`config.mk`:
```
export PLATFORM = sky130hd
export DESIGN_NAME = seg7_scan_decoder
export DESIGN_NICKNAME = d
export VERILOG_FILES = /design/src/rtl/seg7_scan_decoder.sv
export SDC_FILE = /design/constraint.sdc
export NUM_CORES = 1
export LEC_CHECK = 0
export BUFFER_PORTS_ARGS = -buffer_cell sky130_fd_sc_hd__buf_4
export CORE_MARGIN = 2
export CORE_UTILIZATION = 45
export DETAILED_ROUTE_END_ITERATION = 12
export PLACE_DENSITY = 0.63
export REMOVE_ABC_BUFFERS = 1
export SYNTH_ARGS = -nofsm -noshare
export SYNTH_HDL_FRONTEND = slang
export SYNTH_SLANG_ARGS = --single-unit
export TNS_END_PERCENT = 30
```
`constraint.sdc`:
```
create_clock -name CLK -period 2.6 [get_ports CLK]
set_clock_uncertainty 0.2 [all_clocks]
set_input_delay 0.13 -clock CLK [delete_from_list [all_inputs] [get_ports CLK]]
set_output_delay 0.13 -clock CLK [all_outputs]
set_load 0.01 [all_outputs]
```
`src/rtl/seg7_scan_decoder.sv`:
```
// Recovers four hex digits from a scanned, active-low 7-segment bus by waiting for stable samples.
// Optional macro SEG7_BLANK_DETECT_EN treats the all-off pattern as a blank digit instead of an error.
module seg7_scan_decoder #(
   parameter int STABLE_CYCLES = 4
) (
   input  logic        CLK,
   input  logic        RST,
   input  logic [7:0]  SEG,
   input  logic [3:0]  AN,
   output logic [15:0] DIGITS,
   output logic [3:0]  DPS,
   output logic [3:0]  VALID,
   output logic [3:0]  ERR,
   output logic        FRAME_DONE
);

   typedef enum logic [1:0] {IDLE, DWELL, HELD} state_t;

   state_t      state_q, state_d;
   logic [7:0]  cnt_q, cnt_d;
   logic [7:0]  seg_r_q;
   logic [3:0]  an_r_q;
   logic [11:0] prev_q;
   logic [15:0] digits_q;
   logic [3:0]  dps_q, valid_q, err_q, mask_q, mask_d;
   logic        frame_done_q;

   logic [3:0]  sel;
   logic [1:0]  idx;
   logic        onehot, same, last_cnt, cap, blank;
   logic [4:0]  dec;

   // Returns {legal, value} for a 7-bit active-low segment pattern.
   function automatic logic [4:0] decode(input logic [6:0] s);
      case (s)
         7'h40: decode = 5'h10;
         7'h79: decode = 5'h11;
         7'h24: decode = 5'h12;
         7'h30: decode = 5'h13;
         7'h19: decode = 5'h14;
         7'h12: decode = 5'h15;
         7'h02: decode = 5'h16;
         7'h78: decode = 5'h17;
         7'h00: decode = 5'h18;
         7'h10: decode = 5'h19;
         7'h08: decode = 5'h1A;
         7'h03: decode = 5'h1B;
         7'h46: decode = 5'h1C;
         7'h21: decode = 5'h1D;
         7'h06: decode = 5'h1E;
         7'h0E: decode = 5'h1F;
         default: decode = 5'h00;
      endcase
   endfunction

   assign sel      = ~an_r_q;
   assign onehot   = (sel != 4'h0) && ((sel & (sel - 4'd1)) == 4'h0);
   assign same     = ({seg_r_q, an_r_q} == prev_q);
   assign last_cnt = (({1'b0, cnt_q} + 9'd1) >= 9'(STABLE_CYCLES));
   assign dec      = decode(seg_r_q[6:0]);

   always_comb begin
      case (sel)
         4'b0001: idx = 2'd0;
         4'b0010: idx = 2'd1;
         4'b0100: idx = 2'd2;
         default: idx = 2'd3;
      endcase
   end

`ifdef SEG7_BLANK_DETECT_EN
   assign blank = (seg_r_q[6:0] == 7'h7F);
`else
   assign blank = 1'b0;
`endif

   always_ff @(posedge CLK) begin
      if (RST) begin
         state_q <= IDLE;
         cnt_q   <= 8'd0;
      end else begin
         state_q <= state_d;
         cnt_q   <= cnt_d;
      end
   end

   always_comb begin
      state_d = state_q;
      cnt_d   = cnt_q;
      if (!onehot) begin
         state_d = IDLE;
         cnt_d   = 8'd0;
      end else begin
         case (state_q)
            IDLE: begin
               state_d = DWELL;
               cnt_d   = 8'd1;
            end
            DWELL: begin
               if (!same) begin
                  cnt_d = 8'd1;
               end else begin
                  cnt_d = cnt_q + 8'd1;
                  if (last_cnt) state_d = HELD;
               end
            end
            HELD: begin
               if (!same) begin
                  state_d = DWELL;
                  cnt_d   = 8'd1;
               end
            end
            default: begin
               state_d = IDLE;
               cnt_d   = 8'd0;
            end
         endcase
      end
   end

   always_comb begin
      cap = (state_q == DWELL) && onehot && same && last_cnt;
   end

   // A capture on the clearing edge survives into the fresh mask.
   always_comb begin
      mask_d = (mask_q == 4'hF) ? 4'h0 : mask_q;
      if (cap) mask_d = mask_d | (4'b0001 << idx);
   end

   always_ff @(posedge CLK) begin
      if (RST) begin
         seg_r_q      <= 8'hFF;
         an_r_q       <= 4'hF;
         prev_q       <= 12'hFFF;
         digits_q     <= 16'h0000;
         dps_q        <= 4'hF;
         valid_q      <= 4'h0;
         err_q        <= 4'h0;
         mask_q       <= 4'h0;
         frame_done_q <= 1'b0;
      end else begin
         seg_r_q      <= SEG;
         an_r_q       <= AN;
         prev_q       <= {seg_r_q, an_r_q};
         mask_q       <= mask_d;
         frame_done_q <= (mask_q == 4'hF);
         if (cap) begin
            dps_q[idx] <= seg_r_q[7];
            if (blank) begin
               valid_q[idx] <= 1'b0;
               err_q[idx]   <= 1'b0;
            end else if (dec[4]) begin
               digits_q[idx*4 +: 4] <= dec[3:0];
               valid_q[idx]         <= 1'b1;
               err_q[idx]           <= 1'b0;
            end else begin
               valid_q[idx] <= 1'b0;
               err_q[idx]   <= 1'b1;
            end
         end
      end
   end

   assign DIGITS     = digits_q;
   assign DPS        = dps_q;
   assign VALID      = valid_q;
   assign ERR        = err_q;
   assign FRAME_DONE = frame_done_q;

endmodule

```
# Yosys cells after proc, flatten, opt, wreduce, memory -nomap -nowiden
# Index checks and enable logic that the tools add are counted.
totals:
  register_bits: 67
  inputBits: 14
classes:
  addsub: 4
  order_cmp: 3
  n_eq_ne: 25
  n_shift: 3
  n_mux: 17
  bitwise: 9
  reduce_logical: 12
op_table:
  columns: ["operator", "n"]
  rows:
  - ["5-bit case mux with 16 select lines", 1]
  - ["4-bit negator with 34-bit output", 1]
  - ["4-bit by 34-bit variable shift with 16-bit output, first input constant", 1]
  - ["4-bit by 34-bit variable part select with 16-bit output", 1]
  - ["7-bit == test, second input constant", 4]
  - ["8-bit case mux with 3 select lines", 1]
  - ["7-bit by 5-bit == test with 1-bit output, second input constant", 3]
  - ["7-bit by 6-bit == test with 1-bit output, second input constant", 3]
  - ["16-bit bitwise mux", 1]
  - ["4-bit two-way mux", 4]
  - ["8-bit two-way mux", 2]
  - ["7-bit by 2-bit == test with 1-bit output, second input constant", 2]
  - ["7-bit by 4-bit == test with 1-bit output, second input constant", 2]
  - ["4-bit bitwise AND", 3]
  - ["12-bit == test", 1]
  - ["4-bit bitwise OR", 3]
  - ["2-bit case mux with 3 select lines", 2]
  - ["8-bit by 1-bit adder with 9-bit output, second input constant", 1]
  - ["9-bit by 3-bit greater-or-equal comparator with 1-bit output, second input constant", 1]
  - ["8-bit by 1-bit adder with 8-bit output, second input constant", 1]
  - ["4-bit inverter", 2]
  - ["7-bit by 3-bit == test with 1-bit output, second input constant", 1]
  - ["7-bit zero test", 1]
  - ["2-bit two-way mux", 3]
  - ["other kinds (22)", 28]

# Depth between registers and ports, before layout
# Gate-level depths: netlist (run 1).
logic_depth:
  depth_word: 10
  ltp_mapped: 11

# Worst setup path after synthesis (run 1)
# Ideal clock, no wire load.
synth_path:
  path_kind: "reg2reg"
  start: "register an_r_q[3]"
  end: "register with a tool-made name"
  setup_time_ns: 0.128
  t_arrival_ns: 2.024
  required_ns: 2.272
  setup_slack_ns: 0.248
  stages_incl_launch_ff: 11
  path_buffers: 2
  synth_period_minus_slack_ns: 2.352
  cell_sequence: "dfxtp_1 > buf_2 > nand2_1 > nor3b_1 > inv_1 > ha_1 > o21ai_0 > and4_1 > buf_4 > mux2i_1 > nor2_1"
synth_lines:
  columns: ["item", "line_no", "source"]
  rows:
  - ["from (decl)", "22", "logic [3:0] an_r_q;"]
  - ["from (signal assigned)", "134", "an_r_q <= 4'hF;"]
  - ["from (signal assigned)", "144", "an_r_q <= AN;"]

# Worst setup path after layout (run 1)
layout_path:
  start: "register cnt_q[0]"
  end: "register digits_q[11] (netlist: DIGITS[11])"
layout_via:
  elab_chain_cells: 4
layout_rtl:
  columns: ["item", "line_no", "source"]
  rows:
  - ["from (decl)", "20", "logic [7:0] cnt_q, cnt_d;"]
  - ["from (signal assigned)", "83", "cnt_q <= cnt_d;"]
  - ["8-bit by 1-bit adder with 9-bit output", "59", "assign last_cnt = (({1'b0, cnt_q} + 9'd1) >= 9'(STABLE_CYCLES));"]
  - ["9-bit by 3-bit greater-or-equal comparator with 1-bit output", "59", null]
  - ["1-bit logical AND", "122", "cap = (state_q == DWELL) && onehot && same && last_cnt;"]
  - ["2-bit AND reduction (no source line)", null, null]
  - ["to (signal, indexed assignment)", "154", "digits_q[idx*4 +: 4] <= dec[3:0];"]
  - ["to (decl)", "24", "logic [15:0] digits_q;"]
# Every way passes these cells.
# A chain may end at the register's enable or synchronous reset.

==> metrics, run 1 <==
top library cells by usage in the layout, fill and taps aside 64 x sky130_fd_sc_hd__dfxtp_1, 55 x sky130_fd_sc_hd__buf_4, 33 x sky130_fd_sc_hd__nand2_1, 24 x sky130_fd_sc_hd__nor2_1, 21 x sky130_fd_sc_hd__or2_2; number of maximum-capacitance violations 0; proportion of netlist area held by the largest area contributor 0.427; final count of pins violating max slew 0; Max-Slew Margin vs Limit 0.624; sink count of the clock tree 67; first-pass GRT wire length 11500 um; Placer Congestion 0.846; effective utilization at floorplan 0.465; kind of end point of the critical path register; total wirelength of the detailed-routed design 6810 um; port bufs 42; Post-DP Area 3520 um2; most common library cell in the layout ignoring fill and taps sky130_fd_sc_hd__dfxtp_1; crit path buf inv count 0; buffers inserted by post-CTS timing repair 0; x dimension of the die 87.5 um; top cells by area, synth sky130_fd_sc_hd__dfxtp_1 43%, sky130_fd_sc_hd__or2_2 4.2%, sky130_fd_sc_hd__nand2_1 3.9%, sky130_fd_sc_hd__xor2_1 3.9%, sky130_fd_sc_hd__a21oi_1 2.9%; Remaining Overflow, GRT 0; crit-path max FO 8; proportion of synthesized chip area in sequential cells 0.427; Diodes inserted 0; Detailed Route Iter0 Violations 132; share of cells above drive strength 1 0.275; fraction of registers with async set/reset 0; flip-flop and latch count after synthesis 67; overall die area 7660 um2; synthesis warning total 0; number of global-route vias before repair 2374; area of all placed cells without fillers 3920 um2; Worst path top cell family by delay compound AO/OA/AOI/OAI gates; Die Ht 87.5 um; mean cell area of the mapped netlist 9.07 um2; shortest clock period the worst path allows after layout 2380 ps; path category of the worst min-delay check register to register; drt drc 0; pin count of the biggest net entering global routing 43; TritonCTS Buffers 9; post-synthesis cell type with the largest combined area sky130_fd_sc_hd__dfxtp_1; detailed placer's ending HPWL 4700 um; clock slew seen by the registers of the worst setup and hold paths 80 ps; initial antenna violation count 0; later-pin clock latency in the skew report 340 ps; clock root cell sky130_fd_sc_hd__clkbuf_8; Pre-antenna DRT Iters 4; peak clock frequency supported by timing 421 MHz; number of synthesized flops with an enable pin 0; share of the core filled with cells in the final layout 0.579; final hold vios 0; layout overhead on the synthesized area 24.7%; Cell Chain, Critical Path ha_1, nor4b_1, o2bb2ai_2, and4_2, a21oi_2, a22o_1; longest individual stage delay on the worst path 470 ps; number of vias in the routed layout 2603; path type of the worst setup path register to register; Final Net Count 422; GRT Resource Usage Total 0.192; kind of start point of the critical path register; clock tree from TritonCTS built; Pwr Density 587 nW/um2; total I/O pin count 43; arrival time at the worst endpoint 2410 ps; portion of the clock cycle consumed by the worst path in the final layout 0.914; maximum count of clock buffers along a single path 2; Data required, critical path 2640 ps; average vias per placed instance 5.33; total of endpoints with negative setup slack in the final report 0; final routed wire length divided by cell count 14.0 um; total number of placement rows 30; worst vdd rail ir drop 0.000382 V; reported leakage power 1.61 nW; Detail Route Antenna Nets 0; post-synthesis instance area 3140 um2; count of H-tree levels built during CTS 3; floorplan core area 6760 um2; Main synth FF type sky130_fd_sc_hd__dfxtp_1; number of instances in the synthesized netlist 346; slew at the pin with the worst max-slew slack 563 ps; cell with the biggest individual delay on the critical path sky130_fd_sc_hd__dfxtp_1; outcome completed; count of distinct cell types in the synthesized netlist 62
==> path summary, 6_finish.rpt <==
kind	startpoint	end	slack, ps	depth (start not counted)
hold / removal	mask_q[0]$_SDFF_PP0_	mask_q[0]$_SDFF_PP0_	260	2
setup / recovery	cnt_q[0]$_SDFFE_PP0P_	DIGITS[11]$_SDFFE_PP0P_	220	6
setup reg to reg	cnt_q[0]$_SDFFE_PP0P_	DIGITS[11]$_SDFFE_PP0P_	220	6
hold reg to reg	mask_q[0]$_SDFF_PP0_	mask_q[0]$_SDFF_PP0_	260	2
==> worst register-to-register path, delay by kind of cell (launching register included) <==
family                   cells  cell delay [ps]
AND/OR/NAND/NOR              2              500
flip-flops                   1              470
adder cells (fa/ha/maj)      1              320
AO/OA/AOI/OAI                3              790
==> area by class of cell <==
cell class | instances | area, um2
fillers | 611 | 2840
multi-input cells | 250 | 1650
flip-flops and latches | 67 | 1350
repair buffers | 68 | 543
clock buffers | 10 | 138
clock inverters | 6 | 113
well taps | 80 | 100
inverters | 7 | 26.3
==> cell usage after synthesis, types with 2 or more instances <==
master                     instances
sky130_fd_sc_hd__o21a_1            2
sky130_fd_sc_hd__and3b_1           2
sky130_fd_sc_hd__inv_1             6
sky130_fd_sc_hd__clkbuf_1          6
sky130_fd_sc_hd__a21o_1            2
sky130_fd_sc_hd__o21ai_0          17
sky130_fd_sc_hd__nand4b_1          3
sky130_fd_sc_hd__a21oi_1          18
sky130_fd_sc_hd__nand4_1           3
sky130_fd_sc_hd__and2_1            2
sky130_fd_sc_hd__buf_2             9
sky130_fd_sc_hd__nor2_1           24
sky130_fd_sc_hd__or3_1             3
sky130_fd_sc_hd__a22o_1            4
sky130_fd_sc_hd__o211ai_1          7
sky130_fd_sc_hd__and4_1            2
sky130_fd_sc_hd__nand3b_1          3
sky130_fd_sc_hd__and3_1            4
sky130_fd_sc_hd__nand3_1          11
sky130_fd_sc_hd__buf_4             3
sky130_fd_sc_hd__nor4_1            3
sky130_fd_sc_hd__nor4_2            2
sky130_fd_sc_hd__or2_2            21
sky130_fd_sc_hd__dfxtp_1          67
sky130_fd_sc_hd__a31oi_1           2
sky130_fd_sc_hd__buf_6             4
sky130_fd_sc_hd__nor3_1            6
sky130_fd_sc_hd__nor2b_1           6
sky130_fd_sc_hd__or4_1             2
sky130_fd_sc_hd__mux2i_1           9
sky130_fd_sc_hd__nand2b_1          3
sky130_fd_sc_hd__nand4_2           3
sky130_fd_sc_hd__xor2_1           14
sky130_fd_sc_hd__nor3b_1           6
sky130_fd_sc_hd__a211oi_1          3
sky130_fd_sc_hd__ha_1              5
sky130_fd_sc_hd__nand2_1          33
sky130_fd_sc_hd__a32oi_1           2
==> per-layer routing <==
metal / track usage / part of all wire / up-vias
li1: - / - / 1337
met1: 0.264 / 0.49 / 1229
met2: 0.295 / 0.47 / 32
met5: 0 / 0 / -
met4: 0.0490 / 0.0090 / 0
met3: 0.0607 / 0.027 / 5
==> repair_timing <==
item / in CTS / in global routing
endpoints found under the setup margin: 0 / 9
hold buffers: 13 / 0
resized for setup: 0 / 5
endpoints found under the hold margin: 15 / 0
==> power breakdown <==
group          total, mW  switching (mW)  internal, mW
Clock               1.06           0.391         0.664
Sequential          1.07          0.0234          1.05
Combinational      0.173          0.0884        0.0843
Total               2.30           0.503          1.80
==> cells by family after synthesis <==
kind of cell | after synthesis | share of synthesized area
AO/OA/AOI/OAI | 68 | 0.143
multiplexers | 9 | 0.0287
XOR/XNOR | 15 | 0.0419
buffers and inverters | 29 | 0.0514
flip-flops | 67 | 0.427
AND/OR/NAND/NOR | 153 | 0.288
adder cells (fa/ha/maj) | 5 | 0.0199
==> stage by stage <==
| step | hold slack, ps | instances | power, mW | setup WS (ps) | setup TNS (ps) |
|---|---|---|---|---|---|
| finish | 259 | 488 | 2.30 | 224 | 0 |
| global route | 279 | 488 | 2.40 | -12.5 | -12.5 |
| detailed placement | 117 | 459 | 1.25 | 110 | 0 |
| global placement | 115 | 459 | 1.25 | 180 | 0 |
| CTS | 262 | 488 | 2.33 | 112 | 0 |
| floorplan | -0.934 | 324 | 1.18 | 253 | 0 |
Note: power is estimated with default switching activity, not from simulation.
==> run 2, diff against run 1 <==
--- a/config.mk
+++ b/config.mk
@@ -5,6 +5,7 @@
 export SDC_FILE = /design/constraint.sdc
 export NUM_CORES = 1
 export LEC_CHECK = 0
+export ABC_AREA = 1
 export BUFFER_PORTS_ARGS = -buffer_cell sky130_fd_sc_hd__buf_4
 export CORE_MARGIN = 2
 export CORE_UTILIZATION = 45
==> run 2 against run 1 <==
Against the previous run:
- count of clock-buffer cells in the layout down 1
- power down 5.8%
- utilization down 1.2 points
- critical endpoint is now DIGITS[3]$_SDFFE_PP0P_
- highest routed layer unchanged
==> metrics, run 2 <==
outcome completed (unchanged); number of global-route vias before repair 2887 (was 2374); path type of the worst setup path register to register (unchanged); final routed wire length divided by cell count 11.7 um (was 14.0 um); peak clock frequency supported by timing 432 MHz (was 421 MHz); number of vias in the routed layout 3098 (was 2603); share of cells above drive strength 1 0.197 (was 0.275); detailed placer's ending HPWL 5470 um (was 4700 um); pin count of the biggest net entering global routing 37 (was 43); initial antenna violation count 0 (unchanged); clock slew seen by the registers of the worst setup and hold paths 80 ps (about the same); proportion of netlist area held by the largest area contributor 0.405 (was 0.427); number of synthesized flops with an enable pin 0 (unchanged); top cell types by occurrence after synthesis 163 x sky130_fd_sc_hd__nand2_1, 67 x sky130_fd_sc_hd__dfxtp_1, 48 x sky130_fd_sc_hd__inv_1, 46 x sky130_fd_sc_hd__nor2_1, 37 x sky130_fd_sc_hd__nand3_1 (was 67 x sky130_fd_sc_hd__dfxtp_1, 33 x sky130_fd_sc_hd__nand2_1, 24 x sky130_fd_sc_hd__nor2_1, 21 x sky130_fd_sc_hd__or2_2, 18 x sky130_fd_sc_hd__a21oi_1); worst slack at placement 327 ps (was 110 ps); path category of the worst min-delay check register to register (unchanged); total negative slack for setup checks 0 ps (unchanged); post-synthesis cell type with the largest combined area sky130_fd_sc_hd__dfxtp_1 (unchanged); TritonCTS Buffers 9 (unchanged); flip-flop and latch count after synthesis 67 (unchanged); later-pin clock latency in the skew report 350 ps (was 340 ps); reg-to-reg setup timing slack 280 ps (was 220 ps); count of cells along the worst hold path 2 (unchanged); Data required, critical path 2680 ps (was 2640 ps); depth of the worst register-to-register path 11 (was 6); count of distinct cell types in the synthesized netlist 28 (was 62); count of cells resized by post-cts repair 0 (unchanged); overall die area 8070 um2 (was 7660 um2); total wirelength of the detailed-routed design 7580 um (was 6810 um); buffers inserted by post-CTS timing repair 0 (unchanged); Detail Route Antenna Nets 0 (unchanged); synthesis warning total 0 (unchanged); Pre-antenna DRT Iters 4 (unchanged); number of maximum-capacitance violations 0 (unchanged); fraction of registers with async set/reset 0 (unchanged); Remaining Overflow, GRT 0 (unchanged); port bufs 42 (unchanged); Final WS setup 284 ps (was 224 ps); Detailed Route Iter0 Violations 136 (was 132); top cells by area, synth sky130_fd_sc_hd__dfxtp_1 40%, sky130_fd_sc_hd__nand2_1 18%, sky130_fd_sc_hd__nand3_1 5.6%, sky130_fd_sc_hd__inv_1 5.4%, sky130_fd_sc_hd__nor2_1 5.2% (was sky130_fd_sc_hd__dfxtp_1 43%, sky130_fd_sc_hd__or2_2 4.2%, sky130_fd_sc_hd__nand2_1 3.9%, sky130_fd_sc_hd__xor2_1 3.9%, sky130_fd_sc_hd__a21oi_1 2.9%); total of endpoints with negative setup slack in the final report 0 (unchanged); sink count of the clock tree 67 (unchanged); most common library cell in the layout ignoring fill and taps sky130_fd_sc_hd__nand2_1 (was sky130_fd_sc_hd__dfxtp_1); number of instances in the synthesized netlist 483 (was 346); arrival time at the worst endpoint 2400 ps (was 2410 ps); portion of the clock cycle consumed by the worst path in the final layout 0.891 (was 0.914); GRT Resource Usage Total 0.197 (was 0.192); Placer Congestion 0.885 (was 0.846); R2R Path Start an_r_q[2]$_SDFF_PP1_ (was cnt_q[0]$_SDFFE_PP0P_); drt drc 0 (unchanged); effective utilization at floorplan 0.462 (was 0.465); first-pass GRT wire length 13000 um (was 11500 um); final hold vios 0 (unchanged); floorplan core area 7180 um2 (was 6760 um2); kind of start point of the critical path register (unchanged); Die Ht 89.8 um (was 87.5 um); RSZ-0062 raised after global routing false; Main synth FF type sky130_fd_sc_hd__dfxtp_1 (unchanged); crit-path max FO 7 (was 8); top library cells by usage in the layout, fill and taps aside 163 x sky130_fd_sc_hd__nand2_1, 67 x sky130_fd_sc_hd__dfxtp_1, 48 x sky130_fd_sc_hd__inv_1, 46 x sky130_fd_sc_hd__nor2_1, 44 x sky130_fd_sc_hd__buf_4 (was 64 x sky130_fd_sc_hd__dfxtp_1, 55 x sky130_fd_sc_hd__buf_4, 33 x sky130_fd_sc_hd__nand2_1, 24 x sky130_fd_sc_hd__nor2_1, 21 x sky130_fd_sc_hd__or2_2); slew at the pin with the worst max-slew slack 379 ps (was 563 ps); post-synthesis instance area 3310 um2 (was 3140 um2); x dimension of the die 89.8 um (was 87.5 um); maximum count of clock buffers along a single path 2 (unchanged); clock root cell sky130_fd_sc_hd__clkbuf_8 (unchanged); layout overhead on the synthesized area 22.8% (was 24.7%); clock tree from TritonCTS built (unchanged); Max-Slew Margin vs Limit 0.747 (was 0.624); average vias per placed instance 4.79 (was 5.33); reported leakage power 1.99 nW (was 1.61 nW); reg2reg end DIGITS[3]$_SDFFE_PP0P_ (was DIGITS[11]$_SDFFE_PP0P_); proportion of synthesized chip area in sequential cells 0.405 (was 0.427); mean cell area of the mapped netlist 6.86 um2 (was 9.07 um2); shortest clock period the worst path allows after layout 2320 ps (was 2380 ps); final count of pins violating max slew 0 (unchanged); cell with the most instances after synthesis sky130_fd_sc_hd__nand2_1 (was sky130_fd_sc_hd__dfxtp_1); total I/O pin count 43 (unchanged); worst vdd rail ir drop 0.000308 V (was 0.000382 V); total number of placement rows 31 (was 30); Pwr Density 532 nW/um2 (was 587 nW/um2); kind of end point of the critical path register (unchanged); Diodes inserted 0 (unchanged); Final Net Count 562 (was 422); count of H-tree levels built during CTS 3 (unchanged)
[run 2: how the worst max path moves through the flow]
stage | start | slack, ps | endpoint | cells past startpoint
finish | an_r_q[2]$_SDFF_PP1_ | 280 | DIGITS[3]$_SDFFE_PP0P_ | 11
global route | an_r_q[2]$_SDFF_PP1_ | 30 | DIGITS[3]$_SDFFE_PP0P_ | 11
CTS | an_r_q[2]$_SDFF_PP1_ | 300 | DIGITS[3]$_SDFFE_PP0P_ | 11
detailed placement | an_r_q[2]$_SDFF_PP1_ | 330 | DIGITS[3]$_SDFFE_PP0P_ | 11
global placement | an_r_q[2]$_SDFF_PP1_ | 430 | DIGITS[2]$_SDFFE_PP0P_ | 10
floorplan | an_r_q[1]$_SDFF_PP1_ | 490 | DIGITS[0]$_SDFFE_PP0P_ | 10
[run 2: logic make-up after synthesis]
family / Yosys count / share of synthesized area
AOI/OAI and AO/OA: 40 / 0.0634
xor gates and xnor gates: 5 / 0.0132
adders and majority gates: 5 / 0.0189
buffers and inverters: 63 / 0.0729
DFF: 67 / 0.405
and+or+nand+nor: 303 / 0.427
[run 2: critical path, cell delays in order (launching register included)]
cell and delay (ps):
sky130_fd_sc_hd__dfxtp_1 420, sky130_fd_sc_hd__nand2_1 110, sky130_fd_sc_hd__inv_1 80, sky130_fd_sc_hd__nand3_1 160, sky130_fd_sc_hd__ha_1 250, sky130_fd_sc_hd__o21ai_1 130, sky130_fd_sc_hd__nand2_1 190, sky130_fd_sc_hd__nor2_4 210
sky130_fd_sc_hd__nand2_2 90, sky130_fd_sc_hd__nor2_1 130, sky130_fd_sc_hd__nand4_1 110, sky130_fd_sc_hd__a21oi_1 180
[run 2: area by class of cell]
cell class | instances | area (um2)
clock buffers | 9 | 124
clock inverters | 7 | 83.8
fillers | 713 | 3100
multi-input cells | 353 | 1730
well taps | 99 | 124
flip-flops and latches | 67 | 1340
repair buffers | 57 | 460
inverters | 55 | 206
[run 2: where the power goes]
part	switching (mW)	internal (mW)	total, mW	leakage, nW
logic	0.111	0.0703	0.181	1.34
registers	0.0231	1.05	1.07	0.546
clock network	0.456	0.459	0.915	0.102
total	0.590	1.58	2.16	1.99
[run 2: metal layers]
metal	routed length [um]	vias up	track usage
met5	0	-	0
met1	3720	1393	0.263
met2	3490	50	0.314
li1	-	1639	-
met3	225	16	0.0352
met4	142	0	0.0808
[run 2: what timing repair did]
action	in CTS	in global routing
hold endpoints to repair	26	0
setup endpoints to repair	0	0
hold buffers	13	0
[run 2: metrics by stage]
stage                     instances  utilization  hold WS (ps)  power [mW]  cell area, um2
after floorplan                 475            -        -0.934        1.20            3280
final                           647        0.567           267        2.16            4070
after CTS                       647        0.567           260        2.18            4070
after global routing            647        0.567           281        2.26            4070
after global placement          618        0.520           115        1.25            3730
after detailed placement        618        0.520           117        1.26            3730
==> run 3, diff against run 2 <==
--- a/config.mk
+++ b/config.mk
@@ -7,8 +7,9 @@
 export LEC_CHECK = 0
 export ABC_AREA = 1
 export BUFFER_PORTS_ARGS = -buffer_cell sky130_fd_sc_hd__buf_4
-export CORE_MARGIN = 2
+export CORE_MARGIN = 4
 export CORE_UTILIZATION = 45
+export CTS_CLUSTER_DIAMETER = 150
 export DETAILED_ROUTE_END_ITERATION = 12
 export PLACE_DENSITY = 0.63
 export REMOVE_ABC_BUFFERS = 1
==> run 3 against run 2 <==
Against the previous run:
- via count grew 0.42%
- setup slack gained 27 ps
- die area grew 9.1%
- utilization is essentially flat
- first-iteration DRC count shrank 31%
- power grew 2.6%
- sequential power is essentially flat
- sequential cell count is the same
- fmax grew 1.2%
- final cell count is the same
- non-clock buffer count is the same
- critical path type unchanged
- largest cell class unchanged
- highest routed layer unchanged
==> metrics, run 3 (synthesis gave the netlist of run 2 again) <==
outcome completed (unchanged); Cell Chain, Critical Path nand2_1, inv_1, nand3_1, ha_1, o21ai_1, nand2_1, nor2_4, nand4_1, nand3_1, nand2_1 (was nand2_1, inv_1, nand3_1, ha_1, o21ai_1, nand2_1, nor2_4, nand2_2, nor2_1, nand4_1, a21oi_1); Die Ht 93.8 um (was 89.8 um); portion of the clock cycle consumed by the worst path in the final layout 0.880 (was 0.891); sink count of the clock tree 67 (unchanged); number of global-route vias before repair 2840 (was 2887); cell type with the highest occurrence count on the critical path sky130_fd_sc_hd__nand2_1 (unchanged); Pwr Density 543 nW/um2 (was 532 nW/um2); overall die area 8800 um2 (was 8070 um2); total of endpoints with negative setup slack in the final report 0 (unchanged); crit-path max FO 7 (unchanged); layout overhead on the synthesized area 23.4% (was 22.8%); detailed placer's ending HPWL 5430 um (was 5470 um); buffers inserted by post-CTS timing repair 0 (unchanged); Worst path top cell family by delay simple AND/OR/NAND/NOR gates (unchanged); initial antenna violation count 0 (unchanged); effective utilization at floorplan 0.459 (was 0.462); arrival time at the worst endpoint 2330 ps (was 2400 ps); number of cells in the design after placement 618 (unchanged); count of placed standard cells in the final layout, fillers left out 647 (unchanged); final hold vios 0 (unchanged); RSZ-0062 raised after global routing false (unchanged); reported leakage power 1.99 nW (about the same); total number of placement rows 31 (unchanged); clock tree from TritonCTS built (unchanged); GRT Resource Usage Total 0.184 (was 0.197); clock root cell sky130_fd_sc_hd__clkbuf_8 (unchanged); Remaining Overflow, GRT 0 (unchanged); TritonCTS Buffers 9 (unchanged); most common library cell in the layout ignoring fill and taps sky130_fd_sc_hd__nand2_1 (unchanged); kind of end point of the critical path register (unchanged); reg2reg end DIGITS[2]$_SDFFE_PP0P_ (was DIGITS[3]$_SDFFE_PP0P_); clock slew seen by the registers of the worst setup and hold paths 80 ps (about the same); path type of the worst setup path register to register (unchanged); longest individual stage delay on the worst path 380 ps (was 420 ps); total I/O pin count 43 (unchanged); top library cells by usage in the layout, fill and taps aside 163 x sky130_fd_sc_hd__nand2_1, 66 x sky130_fd_sc_hd__dfxtp_1, 48 x sky130_fd_sc_hd__inv_1, 46 x sky130_fd_sc_hd__nor2_1, 44 x sky130_fd_sc_hd__buf_4 (was 163 x sky130_fd_sc_hd__nand2_1, 67 x sky130_fd_sc_hd__dfxtp_1, 48 x sky130_fd_sc_hd__inv_1, 46 x sky130_fd_sc_hd__nor2_1, 44 x sky130_fd_sc_hd__buf_4); number of vias in the routed layout 3111 (was 3098); floorplan core area 7210 um2 (was 7180 um2); Final Net Count 562 (unchanged); slew at the pin with the worst max-slew slack 364 ps (was 379 ps); peak clock frequency supported by timing 437 MHz (was 432 MHz); Max-Slew Margin vs Limit 0.757 (was 0.747); cell with the biggest individual delay on the critical path sky130_fd_sc_hd__dfxtp_1 (unchanged); Data required, critical path 2640 ps (was 2680 ps); path category of the worst min-delay check register to register (unchanged); count of H-tree levels built during CTS 3 (unchanged); depth of the worst register-to-register path 10 (was 11); shortest clock period the worst path allows after layout 2290 ps (was 2320 ps); reg-to-reg setup timing slack 310 ps (was 280 ps); count of cells along the worst hold path 2 (unchanged); maximum count of clock buffers along a single path 2 (unchanged); total negative slack for setup checks 0 ps (unchanged); Detailed Route Iter0 Violations 94 (was 136); pin count of the biggest net entering global routing 37 (unchanged); share of cells above drive strength 1 0.199 (was 0.197); drt drc 0 (unchanged); average vias per placed instance 4.81 (was 4.79); x dimension of the die 93.8 um (was 89.8 um); final count of pins violating max slew 0 (unchanged); total wirelength of the detailed-routed design 7460 um (was 7580 um); first-pass GRT wire length 12900 um (was 13000 um); final routed wire length divided by cell count 11.5 um (was 11.7 um); Detail Route Antenna Nets 0 (unchanged); share of the core filled with cells in the final layout 0.567 (about the same); number of maximum-capacitance violations 0 (unchanged); R2R Path Start an_r_q[3]$_SDFF_PP1_ (was an_r_q[2]$_SDFF_PP1_); Placer Congestion 0.880 (was 0.885); kind of start point of the critical path register (unchanged); Pre-antenna DRT Iters 4 (unchanged); port bufs 42 (unchanged); worst vdd rail ir drop 0.000353 V (was 0.000308 V); crit path buf inv count 1 (unchanged); Diodes inserted 0 (unchanged); later-pin clock latency in the skew report 340 ps (was 350 ps)
==> run 3: cell types whose count changed in the layout (fill, tap and decap cells not counted), sizes merged <==
cell and delta:
inv -3, bufinv +1, clkbuf +1, clkinvlp +1
==> run 3: layout make-up <==
type                    instances  area [um2]
flip-flops and latches         67        1340
fillers                       728        3120
multi-input cells             353        1730
clock buffers                  10         138
clock inverters                 6        88.8
well taps                      99         124
inverters                      55         206
repair buffers                 57         460
==> run 3: layer usage <==
metal	up-vias	global-route usage	wire, um
met5	-	0	0
met4	0	0.0818	145
met3	13	0.0369	322
met2	56	0.290	3480
met1	1400	0.242	3510
li1	1642	-	-
==> run 3: power breakdown <==
part | total [mW] | switching (mW) | internal (mW)
clock | 0.974 | 0.408 | 0.566
combinational | 0.179 | 0.109 | 0.0704
sequential | 1.07 | 0.0230 | 1.05
total | 2.22 | 0.540 | 1.68
==> run 3: metrics by stage <==
step           total power [mW]  hold slack, ps  area, um2  setup WS, ps
2_1_floorplan              1.20          -0.934       3280           486
3_3_place_gp               1.25             114       3730           388
3_5_place_dp               1.26             117       3730           283
4_1_cts                    2.25             246       4090           251
5_1_grt                    2.33             284       4090          26.0
6_report                   2.22             243       4090           311
==> run 3: worst min-delay path, stage by stage (launching register included) <==
cell and delay, ps:
sky130_fd_sc_hd__dfxtp_1 310, sky130_fd_sc_hd__inv_1 50, sky130_fd_sc_hd__a21oi_1 50
==> run 3: how the worst max path moves through the flow <==
| stage | from | endpoint | slack (ps) | depth (start not counted) |
|---|---|---|---|---|
| final | an_r_q[3]$_SDFF_PP1_ | DIGITS[2]$_SDFFE_PP0P_ | 310 | 10 |
| after global routing | an_r_q[2]$_SDFF_PP1_ | register | 30 | 11 |
| after CTS | an_r_q[2]$_SDFF_PP1_ | DIGITS[2]$_SDFFE_PP0P_ | 250 | 10 |
| after detailed placement | an_r_q[2]$_SDFF_PP1_ | DIGITS[0]$_SDFFE_PP0P_ | 280 | 10 |
| after global placement | an_r_q[2]$_SDFF_PP1_ | DIGITS[1]$_SDFFE_PP0P_ | 390 | 10 |
| after floorplan | an_r_q[1]$_SDFF_PP1_ | DIGITS[0]$_SDFFE_PP0P_ | 490 | 10 |
==> run 3: timing repair <==
item / 4_1_cts / 5_1_grt
setup endpoints to repair: 0 / 6
gates resized for setup: 0 / 1
hold buffers: 13 / 0
hold endpoints to repair: 28 / 0
